### src/rtl/rf_wb_arbiter_pkg.sv
// Write-back requester indices and defaults shared between the execute stage and the write-back arbiter.
package rf_wb_arbiter_pkg;
  localparam int WB_ALU  = 0;
  localparam int WB_LSU  = 1;
  localparam int WB_MDU  = 2;
  localparam int WB_NREQ = 3;
  localparam int RIDX_W  = 5;
endpackage

### src/rtl/rf_wb_arbiter_rr.sv
// Round-robin one-hot selector: search begins one past ptr and wraps; purely combinational.
// Grant is zero when no request is present; never stalls.
module rr_arbiter #(
  parameter int NREQ = 3,
  parameter int PW   = 2
) (
  input  logic [NREQ-1:0] req,
  input  logic [PW-1:0]   ptr,
  output logic [NREQ-1:0] grant
);
  int   idx;
  logic found;

  always_comb begin
    grant = '0;
    found = 1'b0;
    idx   = 0;
    for (int k = 1; k <= NREQ; k++) begin
      idx = (int'(ptr) + k) % NREQ;
      if (!found && req[idx]) begin
        grant[idx] = 1'b1;
        found      = 1'b1;
      end
    end
  end
endmodule

### src/rtl/rf_wb_arbiter.sv
// Register-file write-back arbiter with pending-write scoreboard; one accepted request per cycle.
// Latency: one cycle from acceptance to rf_we/rf_wr/rf_wd; output drains every cycle so it never backpressures.
module rf_wb_arbiter
  import rf_wb_arbiter_pkg::*;
#(
  parameter int NREQ = WB_NREQ,
  parameter int XLEN = 32
) (
  input  logic                   cpu_clk,
  input  logic                   cpu_rstn,
  input  logic [NREQ-1:0]        req_valid,
  input  logic [NREQ*5-1:0]      req_wr,
  input  logic [NREQ*XLEN-1:0]   req_wd,
  output logic [NREQ-1:0]        req_ready,
  input  logic                   issue_valid,
  input  logic [4:0]             issue_wr,
  output logic                   rf_we,
  output logic [4:0]             rf_wr,
  output logic [XLEN-1:0]        rf_wd,
  output logic [31:0]            busy
);
  localparam int PW = (NREQ > 1) ? $clog2(NREQ) : 1;

  logic [PW-1:0]   last_grant;
  logic [PW-1:0]   sel_idx;
  logic [NREQ-1:0] grant;
  logic [4:0]      sel_wr;
  logic [XLEN-1:0] sel_wd;
  logic            acc;
  logic [31:0]     busy_q;
  logic [31:0]     busy_nxt;

  rr_arbiter #(.NREQ(NREQ), .PW(PW)) u_rr (
    .req   (req_valid),
    .ptr   (last_grant),
    .grant (grant)
  );

  assign req_ready = cpu_rstn ? grant : '0;
  assign busy      = busy_q;

  // Grant is one-hot, so OR-reduction acts as the data mux.
  always_comb begin
    sel_wr  = '0;
    sel_wd  = '0;
    sel_idx = '0;
    acc     = 1'b0;
    for (int i = 0; i < NREQ; i++) begin
      if (req_ready[i]) begin
        sel_wr  = sel_wr | req_wr[i*5 +: 5];
        sel_wd  = sel_wd | req_wd[i*XLEN +: XLEN];
        sel_idx = PW'(i);
        acc     = 1'b1;
      end
    end
  end

  // Set is applied after clear so a fresh producer supersedes a retiring one.
  always_comb begin
    busy_nxt = busy_q;
    if (rf_we)
      busy_nxt[rf_wr] = 1'b0;
    if (issue_valid && issue_wr != 5'd0)
      busy_nxt[issue_wr] = 1'b1;
    busy_nxt[0] = 1'b0;
  end

  always_ff @(posedge cpu_clk) begin
    if (!cpu_rstn) begin
      rf_we      <= 1'b0;
      rf_wr      <= '0;
      rf_wd      <= '0;
      busy_q     <= '0;
      last_grant <= PW'(NREQ - 1);
    end else begin
      busy_q <= busy_nxt;
      rf_we  <= acc && (sel_wr != 5'd0);
      if (acc) begin
        rf_wr      <= sel_wr;
        rf_wd      <= sel_wd;
        last_grant <= sel_idx;
      end
    end
  end
endmodule

### config.mk
export PLATFORM = sky130hd
export DESIGN_NAME = rf_wb_arbiter
export DESIGN_NICKNAME = d
export VERILOG_FILES = /design/src/rtl/rf_wb_arbiter_pkg.sv /design/src/rtl/rf_wb_arbiter_rr.sv /design/src/rtl/rf_wb_arbiter.sv
export SDC_FILE = /design/constraint.sdc
export NUM_CORES = 1
export LEC_CHECK = 0
export CORE_MARGIN = 3
export CORE_UTILIZATION = 39
export DETAILED_ROUTE_END_ITERATION = 7
export GPL_TIMING_DRIVEN = 1
export HOLD_SLACK_MARGIN = 0.1
export PLACE_DENSITY = 0.84
export SYNTH_ARGS = -nofsm -noshare
export SYNTH_HDL_FRONTEND = slang
export SYNTH_HIERARCHICAL = 1
export SYNTH_SLANG_ARGS = --single-unit
### constraint.sdc
create_clock -name cpu_clk -period 3.41 [get_ports cpu_clk]
set_clock_uncertainty 0.1 [all_clocks]
set_input_delay 0.5115 -clock cpu_clk [delete_from_list [all_inputs] [get_ports cpu_clk]]
set_output_delay 0.5115 -clock cpu_clk [all_outputs]
set_load 0.1 [all_outputs]
After elaboration in Yosys (flattened, before gate mapping)
Cells that the tools add are included.
{"block": "op_classes", "div": 3, "n_bitwise": 9, "n_lt_le_gt_ge": 10, "n_mux": 38, "n_reduce_logical": 13, "n_addsub": 3}
{"op": "32-bit 2-to-1 mux", "n": 5}
{"op": "32-bit by 1-bit greater-or-equal comparator with 1-bit output (second input constant)", "n": 3}
{"op": "32-bit by 4-bit < comparator with 1-bit output (second input constant)", "n": 3}
{"op": "32-bit by 3-bit modulo with 32-bit output (second input constant)", "n": 3}
{"op": "32-bit bitwise OR", "n": 3}
{"op": "32-bit bitwise AND", "n": 1}
{"op": "32-bit inverter", "n": 1}
{"op": "1-bit 2-to-1 mux", "n": 17}
{"op": "5-bit 2-to-1 mux", "n": 3}
{"op": "5-bit by 6-bit < comparator with 1-bit output (second input constant)", "n": 2}
{"op": "3-bit 2-to-1 mux", "n": 4}
{"op": "1-bit demux with 5-bit select", "n": 2}
{"op": "5-bit by 1-bit greater-or-equal comparator with 1-bit output (second input constant)", "n": 2}
{"op": "5-bit bitwise OR", "n": 2}
{"op": "5-bit nonzero test", "n": 2}
{"op": "1-bit logical AND", "n": 9}
{"op": "2-bit by 2-bit adder with 3-bit output (second input constant)", "n": 2}
{"op": "1-bit binary-select mux with 2-bit select", "n": 3}
{"op": "1-bit demux with 2-bit select", "n": 3}
{"op": "3-bit bitwise OR", "n": 2}
{"op": "2-bit by 1-bit adder with 3-bit output (second input constant)", "n": 1}
{"op": "1-bit logical NOT", "n": 2}
{"op": "2-bit 2-to-1 mux", "n": 1}
{"block": "totals", "input_bits": 122, "word_cells": 82, "ff_bits": 72, "out_inout_bits": 73}

Depth between registers and ports, before layout
{"block": "logic_depth", "word_depth": 20, "depth_mapped": 14, "ltp_nobuf": 10}

Cells and area by module
Netlist, hierarchy kept.
{"mod": "rf_wb_arbiter", "seq_area_each_um2": 1421.4, "n_inst": 1, "area_per_inst_um2": 3274.4, "cells_each": 357}
{"mod": "rr_arbiter", "seq_area_each_um2": 0.0, "n_inst": 1, "area_per_inst_um2": 279.0, "cells_each": 40}

Worst setup path before layout
No wires, ideal clock.
{"block": "synth_path", "path_kind": "register to output", "start": "register last_grant[0]", "end": "output port req_ready[1]", "stages_incl_launch_ff": 10, "path_buffers": 2, "arrival_time_ps": 2523, "path_slack_ps": 276, "required_time_ps": 2799, "cell_sequence": "dfxtp_1 -> inv_1 -> ha_1 -> buf_4 -> inv_1 -> a21oi_1 -> o22ai_1 -> o22ai_1 -> and2_1 -> clkbuf_1"}
{"block": "synth_between", "elab_chain_len": 13, "word_cells_on_any_way": 42, "classes_between": "add/sub: 3; div: 3; order compare: 6; mux: 21; bitwise: 2; reduce/logical: 7"}
{"element": "start: declaration", "line": "rf_wb_arbiter.sv:24", "text": "logic [PW-1:0] last_grant;"}
{"element": "start signal: assignment", "line": "rf_wb_arbiter.sv:74", "text": "last_grant <= PW'(NREQ - 1);"}
{"element": "start signal: assignment", "line": "rf_wb_arbiter.sv:81", "text": "last_grant <= sel_idx;"}
{"element": "parallel branches: the longest is 11 deep, another holds 32-bit by 3-bit modulo with 32-bit output"}
{"element": "3-bit 2-to-1 mux (*)", "line": "rf_wb_arbiter_rr.sv:20", "text": "if (!found && req[idx]) begin"}
{"element": "via grant[1]", "line": "rf_wb_arbiter.sv:26", "text": "logic [NREQ-1:0] grant;"}
{"element": "3-bit 2-to-1 mux (*)", "line": "rf_wb_arbiter.sv:39", "text": "assign req_ready = cpu_rstn ? grant : '0;"}
{"element": "end: declaration", "line": "rf_wb_arbiter.sv:14", "text": "output logic [NREQ-1:0] req_ready,"}
Mark *: on every way through the listed nets, which the timed path passes. The select of a mux whose other input is x is not followed.

Worst setup path in the final report
Same ends and word-level chain as after synthesis.

==> impl_summary.log <==
[metrics] complex-gate fraction of the synthesized area: 0.3461
[metrics] Crit Path Category: reg -> out
[metrics] share of synthesized area spent on multiplexers: 0.005634
[metrics] Synth area leader: sky130_fd_sc_hd__dfxtp_1
[metrics] Max stage delay on crit path: ~0.38 ns
[metrics] power per unit of standard cell area: 946.1 nW/µm²
[metrics] number of buffers inserted during clock tree synthesis: 9
[metrics] number of flip-flops and latches in the synthesized netlist: 71
[metrics] critical path cell sequence: inv_1, ha_2, nor2b_1, a21oi_1, o22ai_1, o22ai_1, and2_1, buf_12, buf_12
[metrics] DP HPWL: 8858 µm
[metrics] maximum fanout count along the critical path: 39
[metrics] number of placement rows: 34
[metrics] final non-filler cell total: just under 700
[metrics] Post-Synthesis Cells: ~400
[metrics] Die Ht: 101.5 µm
[metrics] stages on the worst setup path: 9
[metrics] share of the yosys chip area belonging to registers: 0.4000
[metrics] Bufs and invs on worst path: 3
[metrics] FF-to-FF path depth: 10
[metrics] floorplan die area: 10,290 µm²
[metrics] signal arrival time at the worst endpoint: between 2 and 3 ns
[metrics] number of nets in the layout: between 600 and 700
[metrics] DR iter-0 viols: 258
[metrics] area taken by flip-flops and latches: 1421 µm²
[metrics] synthesis warning total: 6
[metrics] Synth Area in Simple Gates: 0.1630
[metrics] remaining number of nets flagged by the antenna check after routing: 0
[metrics] most used flip-flop cell after synthesis: sky130_fd_sc_hd__dfxtp_1
[metrics] Filler Cell Count: 710
[metrics] utilization after layout: 0.6451
[metrics] CTS max path bufs: 2
[metrics] global-route wire length before repair: 18,610 µm
[metrics] routed via count: between 3,000 and 4,000
[metrics] count of cell types in the netlist: 40
[metrics] worst hold path stage count: 2
[metrics] area share of xor/xnor cells in the synthesized design: 0
[metrics] total count of max-transition violations in the final report: 0
[metrics] vias in the first global route: 3,896
[metrics] most repeated cell in the gate-level netlist after synthesis: sky130_fd_sc_hd__nand2_1
[metrics] startpoint class of the critical path: flip-flop
[metrics] synth cell count leaders: 77 x sky130_fd_sc_hd__nand2_1, 71 x sky130_fd_sc_hd__dfxtp_1, 36 x sky130_fd_sc_hd__a21boi_1
[metrics] required time reported for the critical path endpoint: 2.80 ns
[metrics] Avg WL per Cell: between 15 and 20 µm
[metrics] worst ir drop on vdd: just over 0.8 mV
[metrics] # DRC: 0
[metrics] Clk pin slew, worst setup/hold paths: approximately 0.070 ns
[metrics] TritonCTS clock tree: built
[metrics] Synth Area in Adders: 0.01408
[metrics] Critical Path Slowest Stage Cell: sky130_fd_sc_hd__dfxtp_1
[metrics] Clock Sinks: 71
[metrics] worst-margin pin slew: 1.010 ns
[metrics] status: finished clean
[metrics] maximum level of the CTS H-tree: 3
[metrics] combinational family with the most area after synthesis: compound AO/OA/AOI/OAI gates
[metrics] number of cells in the design after placement: roughly 670
[metrics] kind of end point of the critical path: output pin
[metrics] syn avg cell area: 8.951 µm²
[metrics] endpoints failing setup: 0
[metrics] GP Congestion: 0.9049
[metrics] via density per instance: 5.735
[metrics] upper clock frequency limit: 318.7 MHz
[metrics] standard cell core area: 8806 µm²
[metrics] leading post-synthesis cells by cell area: sky130_fd_sc_hd__dfxtp_1 40%, sky130_fd_sc_hd__a222oi_1 9.0%, sky130_fd_sc_hd__o211a_1 9.0%
[metrics] CTS Root Buffer Type: sky130_fd_sc_hd__clkbuf_8
[metrics] Port-buffer cells: 193
[metrics] antenna violations before repair: 0
[metrics] count of flip-flops with a built-in enable after synthesis: 0
[metrics] summed instance area of the synthesized netlist: 3553 µm²
[metrics] worst-case headroom to the max-slew limit: 0.3245
[metrics] hold violation count in the final report: 0
[metrics] total area of multi-input combinational cells: between 1500 and 2000 µm²
[metrics] total I/O pin count: 195
[metrics] largest net degree at the start of global routing: 65
[metrics] grt ovf: 0
[metrics] die extent in x: 101.5 µm
[metrics] drt first pass iters: 7
[metrics] RSZ-0062 raised after global routing: no
[metrics] overall track demand over capacity in global routing: 0.2255
[metrics] antenna diode instance count: 0
[metrics] Synth-to-Final Area Change: 59.86%
[metrics] Async S/R FF share, synth: 0
[metrics] Setup Fix Bufs, Post-CTS: 0
[metrics] cell leakage power: 2.375 nW
[metrics] initial core utilization: 0.4035
[metrics] minimum clock period: 3.138 ns
[metrics] source-to-sink clock delay at the later pin of the worst-skew pair: 0.33 ns
[metrics] area share of the largest cell type after synthesis: 0.4000
[metrics] Top delay family on crit path: buffers and inverters
[metrics] total wirelength of the detailed-routed design: 11,830 µm
[metrics] final-layout setup total negative slack: 0 ns
[metrics] fraction of layout instances using a drive strength above 1: 0.08014
[metrics] hold crit path type: reg -> reg
[metrics] number of max-cap violations: 0
[metrics] final worst-path cycle share: 0.9203
[metrics] Post-Synthesis Net Count: 523
[report_power, final]
part	internal, mW	leakage (nW)	switching (mW)
combinational	1.13	1.69	2.37
sequential	1.01	0.581	0.146
clock	0.400	0.109	0.315
[path summary, 6_finish.rpt]
kind,startpoint,to,slack [ns]
max,last_grant[0]$_SDFFE_PN0P_,req_ready[1],0.27
min reg2reg,busy[22]$_SDFF_PN0_,busy[22]$_SDFF_PN0_,0.38
max reg2reg,last_grant[0]$_SDFFE_PN0P_,rf_wd[14]$_SDFFE_PN0P_,0.35
min,busy[22]$_SDFF_PN0_,busy[22]$_SDFF_PN0_,0.38
[layer usage]
metal  up-vias  share of wire  GRT usage
met5         -              0          0
met4         0          0.028     0.1022
met3        25          0.081    0.03994
met2       210           0.51     0.4009
met1      1840           0.38     0.2627
li1       1836              -          -
[worst min-delay path, stage by stage (launching register included)]
cell and delay [ns]:
sky130_fd_sc_hd__dfxtp_1 0.31, sky130_fd_sc_hd__o21ai_0 0.07, sky130_fd_sc_hd__a21boi_1 0.06
[logic make-up (layout without fill, tap and decap cells)]
group | after synthesis | count (layout)
other | 1 | 1
buffers and inverters | 44 | 221
AO/OA/AOI/OAI | 154 | 154
AND/OR/NAND/NOR | 121 | 121
flip-flops | 71 | 71
adder cells (fa/ha/maj) | 4 | 4
multiplexers | 2 | 2
[layout by cell type (no fill, tap or decap), types with 2 or more instances in the layout]
master,netlist,final
sky130_fd_sc_hd__ha_1,4,3
sky130_fd_sc_hd__and2_1,4,4
sky130_fd_sc_hd__nand3b_1,8,8
sky130_fd_sc_hd__o21ai_0,24,24
sky130_fd_sc_hd__clkbuf_8,0,12
sky130_fd_sc_hd__o22ai_1,5,5
sky130_fd_sc_hd__a221oi_1,3,3
sky130_fd_sc_hd__nor2_1,6,6
sky130_fd_sc_hd__o21ai_1,8,8
sky130_fd_sc_hd__clkdlybuf4s50_1,0,174
sky130_fd_sc_hd__and3_1,6,6
sky130_fd_sc_hd__dfxtp_1,71,71
sky130_fd_sc_hd__a222oi_1,32,32
sky130_fd_sc_hd__buf_12,0,5
sky130_fd_sc_hd__nand2_1,77,77
sky130_fd_sc_hd__mux2i_1,2,2
sky130_fd_sc_hd__or3b_1,3,3
sky130_fd_sc_hd__nor3b_1,5,5
sky130_fd_sc_hd__nand3_1,3,3
sky130_fd_sc_hd__a21oi_1,6,6
sky130_fd_sc_hd__o211a_1,32,32
sky130_fd_sc_hd__a21boi_1,36,36
sky130_fd_sc_hd__and3b_1,2,2
sky130_fd_sc_hd__a22o_1,2,2
sky130_fd_sc_hd__inv_1,6,6
sky130_fd_sc_hd__buf_4,3,19
[per-stage QoR]
stage	hold slack (ns)	area, µm²	setup WS, ns	total power [mW]
4_1_cts	0.3800	5653	0.02543	5.354
3_5_place_dp	0.3694	5436	0.2770	4.630
5_1_grt	0.4048	5680	0.1048	5.657
3_3_place_gp	0.3573	5436	0.3941	4.561
2_1_floorplan	0.3805	3553	0.2757	3.927
6_report	0.3775	5680	0.2718	5.374
[state kept, by name, summed over array words and instances, names as in the netlist]
register and flops:
rf_wd 32, busy 31, rf_wr 5, last_grant 2
rf_we 1
[cell type report]
| cell class | instances | area share |
|---|---|---|
| clock buffer | 12 | 0.02907 |
| multi-input combinational | 282 | 0.3337 |
| clock inverter | 4 | 0.009031 |
| sequential | 71 | 0.2502 |
| timing repair buffer | 199 | 0.3502 |
| inverter | 6 | 0.003965 |
| tap | 108 | 0.02379 |
[timing repair]
action | 4_1_cts | 5_1_grt
hold buffers | 0 | 0
endpoints found under the setup margin | 0 | 2
resized for setup | 0 | 9
Power figures use the tool's default switching activity.
